<file path="config.mk">
export PLATFORM = sky130hd
export DESIGN_NAME = stopwatch_run_controller_flat
export DESIGN_NICKNAME = d
export VERILOG_FILES = /design/src/rtl/stopwatch_run_controller_if.sv /design/src/rtl/stopwatch_run_controller.sv /design/src/flat_wrapper.sv
export SDC_FILE = /design/constraint.sdc
export NUM_CORES = 1
export LEC_CHECK = 0
export CORE_MARGIN = 8
export CORE_UTILIZATION = 59
export DETAILED_ROUTE_END_ITERATION = 7
export PLACE_DENSITY_LB_ADDON = 0.12
export SYNTH_ARGS = -nofsm -noshare
export SYNTH_HDL_FRONTEND = slang
export SYNTH_SLANG_ARGS = --single-unit
</file>
<file path="constraint.sdc">
create_clock -name clk -period 4.75 [get_ports clk]
set_clock_uncertainty 0.1 [all_clocks]
set_input_delay 0.7125 -clock clk [delete_from_list [all_inputs] [get_ports clk]]
set_output_delay 0.7125 -clock clk [all_outputs]
set_load 0.03 [all_outputs]
</file>
<file path="src/rtl/stopwatch_run_controller_if.sv">
// ---------------------------------------------------------------------------
// stopwatch_run_controller_if
//   Bundles the button pulses, the live time counts and the controller outputs
//   between the debouncers/timekeeping core and the run controller.
//
//   master : the surrounding system (drives buttons and counts, reads controls)
//   slave  : stopwatch_run_controller
//
//   btn_run / btn_clear / btn_mode : one-cycle debounced pulses
//   hour_count / min_count / sec_count : wall clock, 0..23 / 0..59 / 0..59
//   stopwatch_count : 0..9999 (SS.CC)
//   run_stop, clear  : stopwatch core controls
//   seg_data         : binary value 0..9999 for the FND controller
//   anim_mode        : FND idle animation enable
//   led              : status LEDs
// ---------------------------------------------------------------------------
interface stopwatch_run_controller_if;
    logic        btn_run;
    logic        btn_clear;
    logic        btn_mode;
    logic [4:0]  hour_count;
    logic [5:0]  min_count;
    logic [5:0]  sec_count;
    logic [13:0] stopwatch_count;
    logic        run_stop;
    logic        clear;
    logic [13:0] seg_data;
    logic        anim_mode;
    logic [15:0] led;

    modport master (
        output btn_run, btn_clear, btn_mode,
        output hour_count, min_count, sec_count, stopwatch_count,
        input  run_stop, clear, seg_data, anim_mode, led
    );

    modport slave (
        input  btn_run, btn_clear, btn_mode,
        input  hour_count, min_count, sec_count, stopwatch_count,
        output run_stop, clear, seg_data, anim_mode, led
    );
endinterface

</file>
<file path="src/rtl/stopwatch_run_controller.sv">
// ---------------------------------------------------------------------------
// stopwatch_run_controller
//   Turns debounced button pulses into stopwatch run/clear controls, captures
//   lap times with a timed auto-release, and selects the value shown on the
//   FND (stopwatch, MM.SS clock or HH.MM clock). All outputs are registered.
//
//   Parameters
//     LAP_HOLD_CYCLES : cycles a captured lap stays frozen on the display
//   Ports
//     clk   : system clock
//     reset : synchronous, active-high
//     bus   : stopwatch_run_controller_if.slave (buttons, counts, outputs)
// ---------------------------------------------------------------------------
module stopwatch_run_controller #(
    parameter int unsigned LAP_HOLD_CYCLES = 300_000_000
) (
    input  logic                        clk,
    input  logic                        reset,
    stopwatch_run_controller_if.slave   bus
);

    // The timer only ever holds 0..LAP_HOLD_CYCLES-1.
    localparam int unsigned TW = (LAP_HOLD_CYCLES > 1) ? $clog2(LAP_HOLD_CYCLES) : 1;
    localparam logic [TW-1:0] HOLD_LOAD = TW'(LAP_HOLD_CYCLES - 1);

    typedef enum logic [1:0] {
        S_IDLE = 2'd0,
        S_RUN  = 2'd1,
        S_STOP = 2'd2,
        S_LAP  = 2'd3
    } state_t;

    typedef enum logic [1:0] {
        M_SW   = 2'd0,
        M_MMSS = 2'd1,
        M_HHMM = 2'd2
    } mode_t;

    state_t        state_q, state_d;
    mode_t         mode_q,  mode_d;
    logic [13:0]   lap_reg_q, lap_reg_d;
    logic [3:0]    lap_cnt_q, lap_cnt_d;
    logic [TW-1:0] timer_q,   timer_d;

    logic          run_stop_q, run_stop_d;
    logic          clear_q,    clear_d;
    logic [13:0]   seg_q,      seg_d;
    logic          anim_q,     anim_d;
    logic [15:0]   led_q,      led_d;

    logic [13:0]   mmss_val;
    logic [13:0]   hhmm_val;

    // x*100 = x*64 + x*32 + x*4; in-range inputs stay below 2^14.
    function automatic logic [13:0] mul100(input logic [5:0] x);
        logic [13:0] w;
        w = 14'(x);
        return (w << 6) + (w << 5) + (w << 2);
    endfunction

    assign mmss_val = mul100(bus.min_count) + 14'(bus.sec_count);
    assign hhmm_val = mul100({1'b0, bus.hour_count}) + 14'(bus.min_count);

    // Next-state and next-output logic. Outputs are derived from the next
    // state/mode so that a pulse in cycle N shows up on the outputs in N+1.
    always_comb begin
        state_d   = state_q;
        mode_d    = mode_q;
        lap_reg_d = lap_reg_q;
        lap_cnt_d = lap_cnt_q;
        timer_d   = timer_q;
        clear_d   = 1'b0;

        // btn_clear always takes priority over btn_run.
        unique case (state_q)
            S_IDLE: begin
                if (bus.btn_clear)    clear_d = 1'b1;
                else if (bus.btn_run) state_d = S_RUN;
            end
            S_RUN: begin
                if (bus.btn_clear) begin
                    state_d   = S_LAP;
                    lap_reg_d = bus.stopwatch_count;
                    timer_d   = HOLD_LOAD;
                    if (lap_cnt_q != 4'hF) lap_cnt_d = lap_cnt_q + 4'd1;
                end else if (bus.btn_run) begin
                    state_d = S_STOP;
                end
            end
            S_LAP: begin
                if (timer_q != '0) timer_d = timer_q - TW'(1);
                // A user stop beats a same-cycle expiry.
                if (bus.btn_clear)     state_d = S_RUN;
                else if (bus.btn_run)  state_d = S_STOP;
                else if (timer_q == '0) state_d = S_RUN;
            end
            S_STOP: begin
                if (bus.btn_clear) begin
                    clear_d   = 1'b1;
                    lap_cnt_d = 4'd0;
                    state_d   = S_IDLE;
                end else if (bus.btn_run) begin
                    state_d = S_RUN;
                end
            end
            default: state_d = S_IDLE;
        endcase

        if (bus.btn_mode) begin
            unique case (mode_q)
                M_SW:    mode_d = M_MMSS;
                M_MMSS:  mode_d = M_HHMM;
                default: mode_d = M_SW;
            endcase
        end

        unique case (mode_d)
            M_SW:    seg_d = (state_d == S_LAP) ? lap_reg_d : bus.stopwatch_count;
            M_MMSS:  seg_d = mmss_val;
            default: seg_d = hhmm_val;
        endcase

        run_stop_d = (state_d == S_RUN) || (state_d == S_LAP);
        anim_d     = (state_d == S_IDLE) && (mode_d == M_SW);

        led_d       = '0;
        led_d[0]    = (state_d == S_IDLE);
        led_d[1]    = (state_d == S_RUN);
        led_d[2]    = (state_d == S_STOP);
        led_d[3]    = (state_d == S_LAP);
        led_d[4]    = (mode_d == M_SW);
        led_d[5]    = (mode_d == M_MMSS);
        led_d[6]    = (mode_d == M_HHMM);
        led_d[11:8] = lap_cnt_d;
    end

    always_ff @(posedge clk) begin
        if (reset) begin
            state_q    <= S_IDLE;
            mode_q     <= M_SW;
            lap_reg_q  <= '0;
            lap_cnt_q  <= '0;
            timer_q    <= '0;
            run_stop_q <= 1'b0;
            clear_q    <= 1'b0;
            seg_q      <= '0;
            anim_q     <= 1'b1;
            led_q      <= 16'h0011;
        end else begin
            state_q    <= state_d;
            mode_q     <= mode_d;
            lap_reg_q  <= lap_reg_d;
            lap_cnt_q  <= lap_cnt_d;
            timer_q    <= timer_d;
            run_stop_q <= run_stop_d;
            clear_q    <= clear_d;
            seg_q      <= seg_d;
            anim_q     <= anim_d;
            led_q      <= led_d;
        end
    end

    assign bus.run_stop  = run_stop_q;
    assign bus.clear     = clear_q;
    assign bus.seg_data  = seg_q;
    assign bus.anim_mode = anim_q;
    assign bus.led       = led_q;

endmodule

</file>
<file path="src/flat_wrapper.sv">
// flat-port wrapper written by rule: the top's interface ports become plain ports
module stopwatch_run_controller_flat 
#(
    parameter int unsigned LAP_HOLD_CYCLES = 300_000_000
)
  (clk, reset, bus_btn_run, bus_btn_clear, bus_btn_mode, bus_hour_count, bus_min_count, bus_sec_count, bus_stopwatch_count, bus_run_stop, bus_clear, bus_seg_data, bus_anim_mode, bus_led);
  stopwatch_run_controller_if bus_i ();
  input  logic clk;
  input  logic reset;
  input wire logic [$bits(bus_i.btn_run)-1:0] bus_btn_run;
  input wire logic [$bits(bus_i.btn_clear)-1:0] bus_btn_clear;
  input wire logic [$bits(bus_i.btn_mode)-1:0] bus_btn_mode;
  input wire logic [$bits(bus_i.hour_count)-1:0] bus_hour_count;
  input wire logic [$bits(bus_i.min_count)-1:0] bus_min_count;
  input wire logic [$bits(bus_i.sec_count)-1:0] bus_sec_count;
  input wire logic [$bits(bus_i.stopwatch_count)-1:0] bus_stopwatch_count;
  output wire logic [$bits(bus_i.run_stop)-1:0] bus_run_stop;
  output wire logic [$bits(bus_i.clear)-1:0] bus_clear;
  output wire logic [$bits(bus_i.seg_data)-1:0] bus_seg_data;
  output wire logic [$bits(bus_i.anim_mode)-1:0] bus_anim_mode;
  output wire logic [$bits(bus_i.led)-1:0] bus_led;
  assign bus_i.btn_run = bus_btn_run;
  assign bus_i.btn_clear = bus_btn_clear;
  assign bus_i.btn_mode = bus_btn_mode;
  assign bus_i.hour_count = bus_hour_count;
  assign bus_i.min_count = bus_min_count;
  assign bus_i.sec_count = bus_sec_count;
  assign bus_i.stopwatch_count = bus_stopwatch_count;
  assign bus_run_stop = bus_i.run_stop;
  assign bus_clear = bus_i.clear;
  assign bus_seg_data = bus_i.seg_data;
  assign bus_anim_mode = bus_i.anim_mode;
  assign bus_led = bus_i.led;
  stopwatch_run_controller #(.LAP_HOLD_CYCLES(LAP_HOLD_CYCLES)) u_core (.clk(clk), .reset(reset), .bus(bus_i));
endmodule
</file>
# Word level (Yosys, flattened, before mapping)
# Cells that the tools add are included.
# op_classes
add_sub_neg	8
n_eq_ne	12
mux	23
bitwise_logic	1
n_reduce_logical	12
# ops
cell	n
29-bit 2-to-1 mux	2
29-bit case mux with 2 select lines	1
14-bit 2-to-1 mux	3
29-bit logical NOT	1
29-bit nonzero test	1
29-bit by 1-bit subtractor with 29-bit output, second input constant	1
14-bit by 6-bit adder with 14-bit output	2
14-bit case mux with 2 select lines	1
2-bit 2-to-1 mux	9
14-bit by 7-bit adder with 14-bit output	1
14-bit by 8-bit adder with 14-bit output	1
12-bit by 11-bit adder with 13-bit output	1
11-bit by 10-bit adder with 12-bit output	1
4-bit 2-to-1 mux	3
2-bit equality test, second input constant	5
2-bit by 1-bit equality test with 1-bit output, second input constant	4
2-bit logical NOT	4
2-bit case mux with 4 select lines	1
4-bit case mux with 2 select lines	1
4-bit by 1-bit adder with 4-bit output, second input constant	1
4-bit inequality test, second input constant	1
2-bit case mux with 2 select lines	1
2-bit OR reduction	2
3-bit AND reduction	1
other kinds (7)	7
# word_totals
register_bits	84
input_bits	36
elab_cells	67

# Longest topological paths before layout
# depth
word_depth	8
depth_mapped	11

# Worst setup path after synthesis
# Ideal clock, no wire load.
# synth_path
path_type	input -> register
startpoint	input port bus_min_count[0]
endpoint	register u_core.seg_q[11], in the netlist u_core.bus.seg_data[11]
setup_time_ps	134
arrival_ps	2780
path_slack_ps	1737
cell_stages	11
n_path_buf	0
cell_sequence	ha_1 > fa_1 > ha_1 > ha_1 > o21ai_0 > o21bai_1 > a21oi_1 > nor3_1 > xor2_1 > a2bb2oi_1 > o22ai_1
# synth_via
elab_chain_len	4
# synth_lines
item	line	rtl
start: declaration	flat_wrapper.sv:14	input wire logic [$bits(bus_i.min_count)-1:0] bus_min_count;
12-bit by 11-bit adder with 13-bit output	stopwatch_run_controller.sv:58	return (w << 6) + (w << 5) + (w << 2);
14-bit by 8-bit adder with 14-bit output	stopwatch_run_controller.sv:58	
14-bit by 6-bit adder with 14-bit output	stopwatch_run_controller.sv:61	assign mmss_val = mul100(bus.min_count) + 14'(bus.sec_count);
14-bit case mux with 2 select lines (*)	stopwatch_run_controller.sv:117	unique case (mode_d)
end signal: assignment	stopwatch_run_controller.sv:157	seg_q <= seg_d;
end: declaration	stopwatch_run_controller.sv:47	logic [13:0] seg_q, seg_d;
# Every way passes the cells marked *; elsewhere a longest branch is shown, timed or not.
# A chain may end at the register's enable or synchronous reset.

# Worst setup path in the final report
# layout_path
startpoint	input port bus_btn_clear
endpoint	register u_core.timer_q[26]
# layout_via
elab_chain_len	2
# layout_lines
item	line	rtl
start: declaration	flat_wrapper.sv:11	input wire logic [$bits(bus_i.btn_clear)-1:0] bus_btn_clear;
2-bit inequality test (no source line)	--	
3-bit AND reduction (no source line)	--	
end signal: assignment	stopwatch_run_controller.sv:154	timer_q <= timer_d;
end: declaration	stopwatch_run_controller.sv:43	logic [TW-1:0] timer_q, timer_d;
# No other way between the ends.

==> impl.org <==
** Clocking
- After clock tree synthesis, the setup repair step added 0 buffers.
- # clock sinks :: 74
- Skew-Pair Late Insertion Delay :: 0.33 ns
- TritonCTS buffer count :: 9
- Longest Clk Path Bufs :: 2
- Gates resized during post-CTS repair numbered 0.
- Reg clk slew, reported paths :: 0.08 ns
- Clock tree synthesis selected as its root buffer the cell sky130_fd_sc_hd__clkbuf_8.
- CTS tree :: yes
- # H-tree levels :: 3
- Number of buffers added to fix hold violations after cts :: 0

** STA
- Setup repair after global routing missed its margin :: no
- Headroom to the max-slew limit came out at 23.57%.
- Adding up every negative setup slack in the final design gives 0 ns.
- Final critical-path required period :: 3.472 ns
- Period Utilization, post-route :: 73.10%
- The count of endpoints failing hold in the final timing report came to 0.
- Derived from the worst setup path, the maximum achievable clock frequency is 0.2880 GHz.
- Fin. max-slew vios :: 0
- Setup violators final :: 0
- Actual transition at the worst max-transition pin :: 1.135 ns
- Worst hold slack :: 0.3567 ns

** Floorplan
- Overall die area :: 10510 µm²
- Floorplan row count :: 31
- Pin placement for this block handled 69 I/O pins.
- Die boundary height :: 102.5 µm
- Core box area :: 7253 µm²
- Starting utilization of the core area :: 60.86%
- In this run the horizontal extent of the chip is 102.5 µm.

** Detailed routing
- Remaining design rule violation count :: 0
- In the routed layout, each cell is associated on average with a via count of 5.729.
- Post-route ant nets :: 0
- Iteration count of the initial detailed-routing pass :: 4
- Total wirelength of the detailed-routed design :: 10220 µm
- Average routed wire per standard cell :: 15.63 µm
- DRC violation total after the first TritonRoute iteration :: 165
- Total vias in the final route :: 3747

** Synth
- Mapped cell area :: 4414 µm²
- Compound-cell area share of the yosys netlist :: 16.30%
- Multiplexer fraction of the synthesized cell area :: 3.401%
- Summing the areas of all fa, ha and maj instances in the mapped netlist gives 14.06% of the synthesized area.
- Yosys warns :: 0
- Sequential cells were found to cover 33.56% of the synthesized design area.
- Top FF cell, synth :: sky130_fd_sc_hd__dfxtp_1
- Area share of the leading cell type in the synthesized netlist :: 33.56%
- Synthesis produced 494 cells.
- Xor/xnor cell area share of the yosys netlist :: 9.127%
- Share of synthesized registers carrying an async set or reset :: 0%
- Synthesis inferred 74 register bits.
- Number of synthesized flops with an enable pin :: 0
- Counting distinct cell types in the post-synthesis netlist gives 62.
- Simple-gate share of the synthesized area :: 18.93%
- A synthesized cell averages 8.936 µm².
- Yosys attributes the largest share of cell area to sky130_fd_sc_hd__dfxtp_1, sky130_fd_sc_hd__ha_1, sky130_fd_sc_hd__xor2_1, sky130_fd_sc_hd__a21oi_1, sky130_fd_sc_hd__nand2_1.
- sky130_fd_sc_hd__dfxtp_1 takes more of the synthesized area than any other cell.
- After synthesis, the largest family of logic cells by area is simple AND/OR/NAND/NOR gates.

** Run status
- The flow ran to the end, and the final reports show no timing, DRC or antenna violations.

** Place
- In this run, placement finished with an instance count of 639.
- The HPWL after detailed placement is 7627 µm.
- Final weighted congestion in routability-driven placement :: 0.8511
- The count of buffers added on input and output ports is 63.

** Layout
- The top cell types in the final layout, fill and taps aside, are sky130_fd_sc_hd__dfxtp_1, sky130_fd_sc_hd__clkdlybuf4s50_1, sky130_fd_sc_hd__nand2_1.
- Final Non-Filler Cells :: 654
- Cells fill 72.14% of the core in the end.
- In the final design database the tool counted 633 nets.
- Area grow syn2layout :: 18.54%
- Proportion of layout cells with a drive suffix above 1 :: 5.045%
- N_diodes :: 0
- Leaving out fill and tap cells, the most frequent cell in the layout is sky130_fd_sc_hd__dfxtp_1.

** Critical path
- Of all nets on the critical path, the largest fanout is 16.
- At the worst endpoint, the arrival time is 3.59 ns.
- STA classifies the critical path endpoint as a flip-flop.
- For the worst setup path, the data required time is 4.87 ns.
- The most critical setup path has its startpoint at bus_btn_clear.
- Element type at the critical path start :: primary input
- The critical path is of the primary input to flip-flop type.
- The worst register-to-register path begins at u_core.state_q[1].
- Count of cells along the worst register-to-register path :: 9

** Power and ir drop
- Dividing total power by cell area gives a power density of 509.1 nW/µm².
- Post-layout total power :: 0.002664 W
- Summed over all cells, the static leakage comes to 2.150 nW.
- Worst voltage drop across the vdd grid :: 0.4282 mV

** Flow run
- The tool flagged a number of max-cap violations equal to 0.

** GRT
- Via count of the first global-routing pass :: 3423
- Wire length of the first global-routing pass :: 16530 µm
- Global-route total usage across every layer :: 19.86%
- Entering global routing, the biggest net connects 54 pins.
- The initial antenna violation count is 0.
- Summed over all layers, the global routing overflow is 0.

** Hold path
- The worst hold path begins at u_core.lap_reg_q[12].
- Number of cells traversed by the worst hold path :: 2
- The min-delay analysis places its worst path in the category flip-flop to flip-flop.
[critical path, cell delays in order]
cell and delay [ns]:
sky130_fd_sc_hd__clkdlybuf4s50_1 0.72, sky130_fd_sc_hd__nand2_1 0.47, sky130_fd_sc_hd__o21ai_0 0.22, sky130_fd_sc_hd__o41a_1 0.44
sky130_fd_sc_hd__nor4b_2 0.47, sky130_fd_sc_hd__nand2_1 0.22, sky130_fd_sc_hd__o2111ai_1 0.24, sky130_fd_sc_hd__o31ai_1 0.10
[metrics by stage]
step	cell area (µm²)	setup WS [ns]
floorplan	4429	1.737
global placement	5039	1.031
detailed placement	5039	0.9509
CTS	5233	1.298
global route	5233	0.9769
finish	5233	1.278
[cell usage after synthesis, types with 6 or more instances]
cell type and n:
sky130_fd_sc_hd__a22oi_1 12, sky130_fd_sc_hd__nor3_1 12, sky130_fd_sc_hd__nor2b_1 7, sky130_fd_sc_hd__clkbuf_1 10, sky130_fd_sc_hd__ha_1 40, sky130_fd_sc_hd__xor2_1 27
sky130_fd_sc_hd__xnor2_1 19, sky130_fd_sc_hd__a21oi_1 46, sky130_fd_sc_hd__mux2i_1 15, sky130_fd_sc_hd__o21ai_0 8, sky130_fd_sc_hd__nor2_1 31, sky130_fd_sc_hd__nand2_1 59
sky130_fd_sc_hd__inv_1 16, sky130_fd_sc_hd__fa_1 6, sky130_fd_sc_hd__a21o_1 6, sky130_fd_sc_hd__dfxtp_1 74, sky130_fd_sc_hd__o22ai_1 11, sky130_fd_sc_hd__nand3_1 9
[worst paths after layout]
kind | to | slack, ns
setup reg to reg | u_core.timer_q[26] | 1.48
setup / recovery | u_core.timer_q[26] | 1.28
hold / removal | u_core.lap_reg_q[12] | 0.36
hold reg to reg | u_core.lap_reg_q[12] | 0.36
[state kept, by name (all words and copies together), names as in the netlist, named ones only]
name / count
u_core.bus.led: 7
u_core.state_q: 1
u_core.bus.clear: 1
u_core.bus.seg_data: 14
u_core.bus.anim_mode: 1
u_core.lap_reg_q: 14
u_core.mode_q: 2
u_core.bus.run_stop: 1
u_core.timer_q: 29
[power by group]
group	internal (W)	switching, W
Clock	0.000255	0.000223
Sequential	0.000781	0.000126
Combinational	0.000535	0.000744
Total	0.00157	0.00109
[kinds of logic after synthesis]
group           count (synthesis)
buf+inv                        37
other cells                     1
compound gates                114
mux                            15
simple gates                  161
flops                          74
xor+xnor                       46
fa+ha+maj                      46
[area by class of cell]
cell class | count | area (µm²)
Fill cell | 579 | 2021
Multi-Input combinational cell | 387 | 2748
Inverter | 16 | 60.06
Clock buffer | 11 | 141.4
Tap cell | 99 | 123.9
Timing Repair Buffer | 63 | 625.6
Sequential cell | 74 | 1481
Clock inverter | 4 | 52.55
[routing by layer]
| metal | share of wire [%] | track usage (%) | routed length (µm) |
|---|---|---|---|
| met5 | 0 | 0 | 0 |
| met4 | 1.5 | 5.418 | 153 |
| met2 | 47 | 32.07 | 4777 |
| met1 | 47 | 26.00 | 4799 |
| met3 | 4.8 | 4.389 | 490 |
Note: power is estimated with default switching activity, not from simulation.
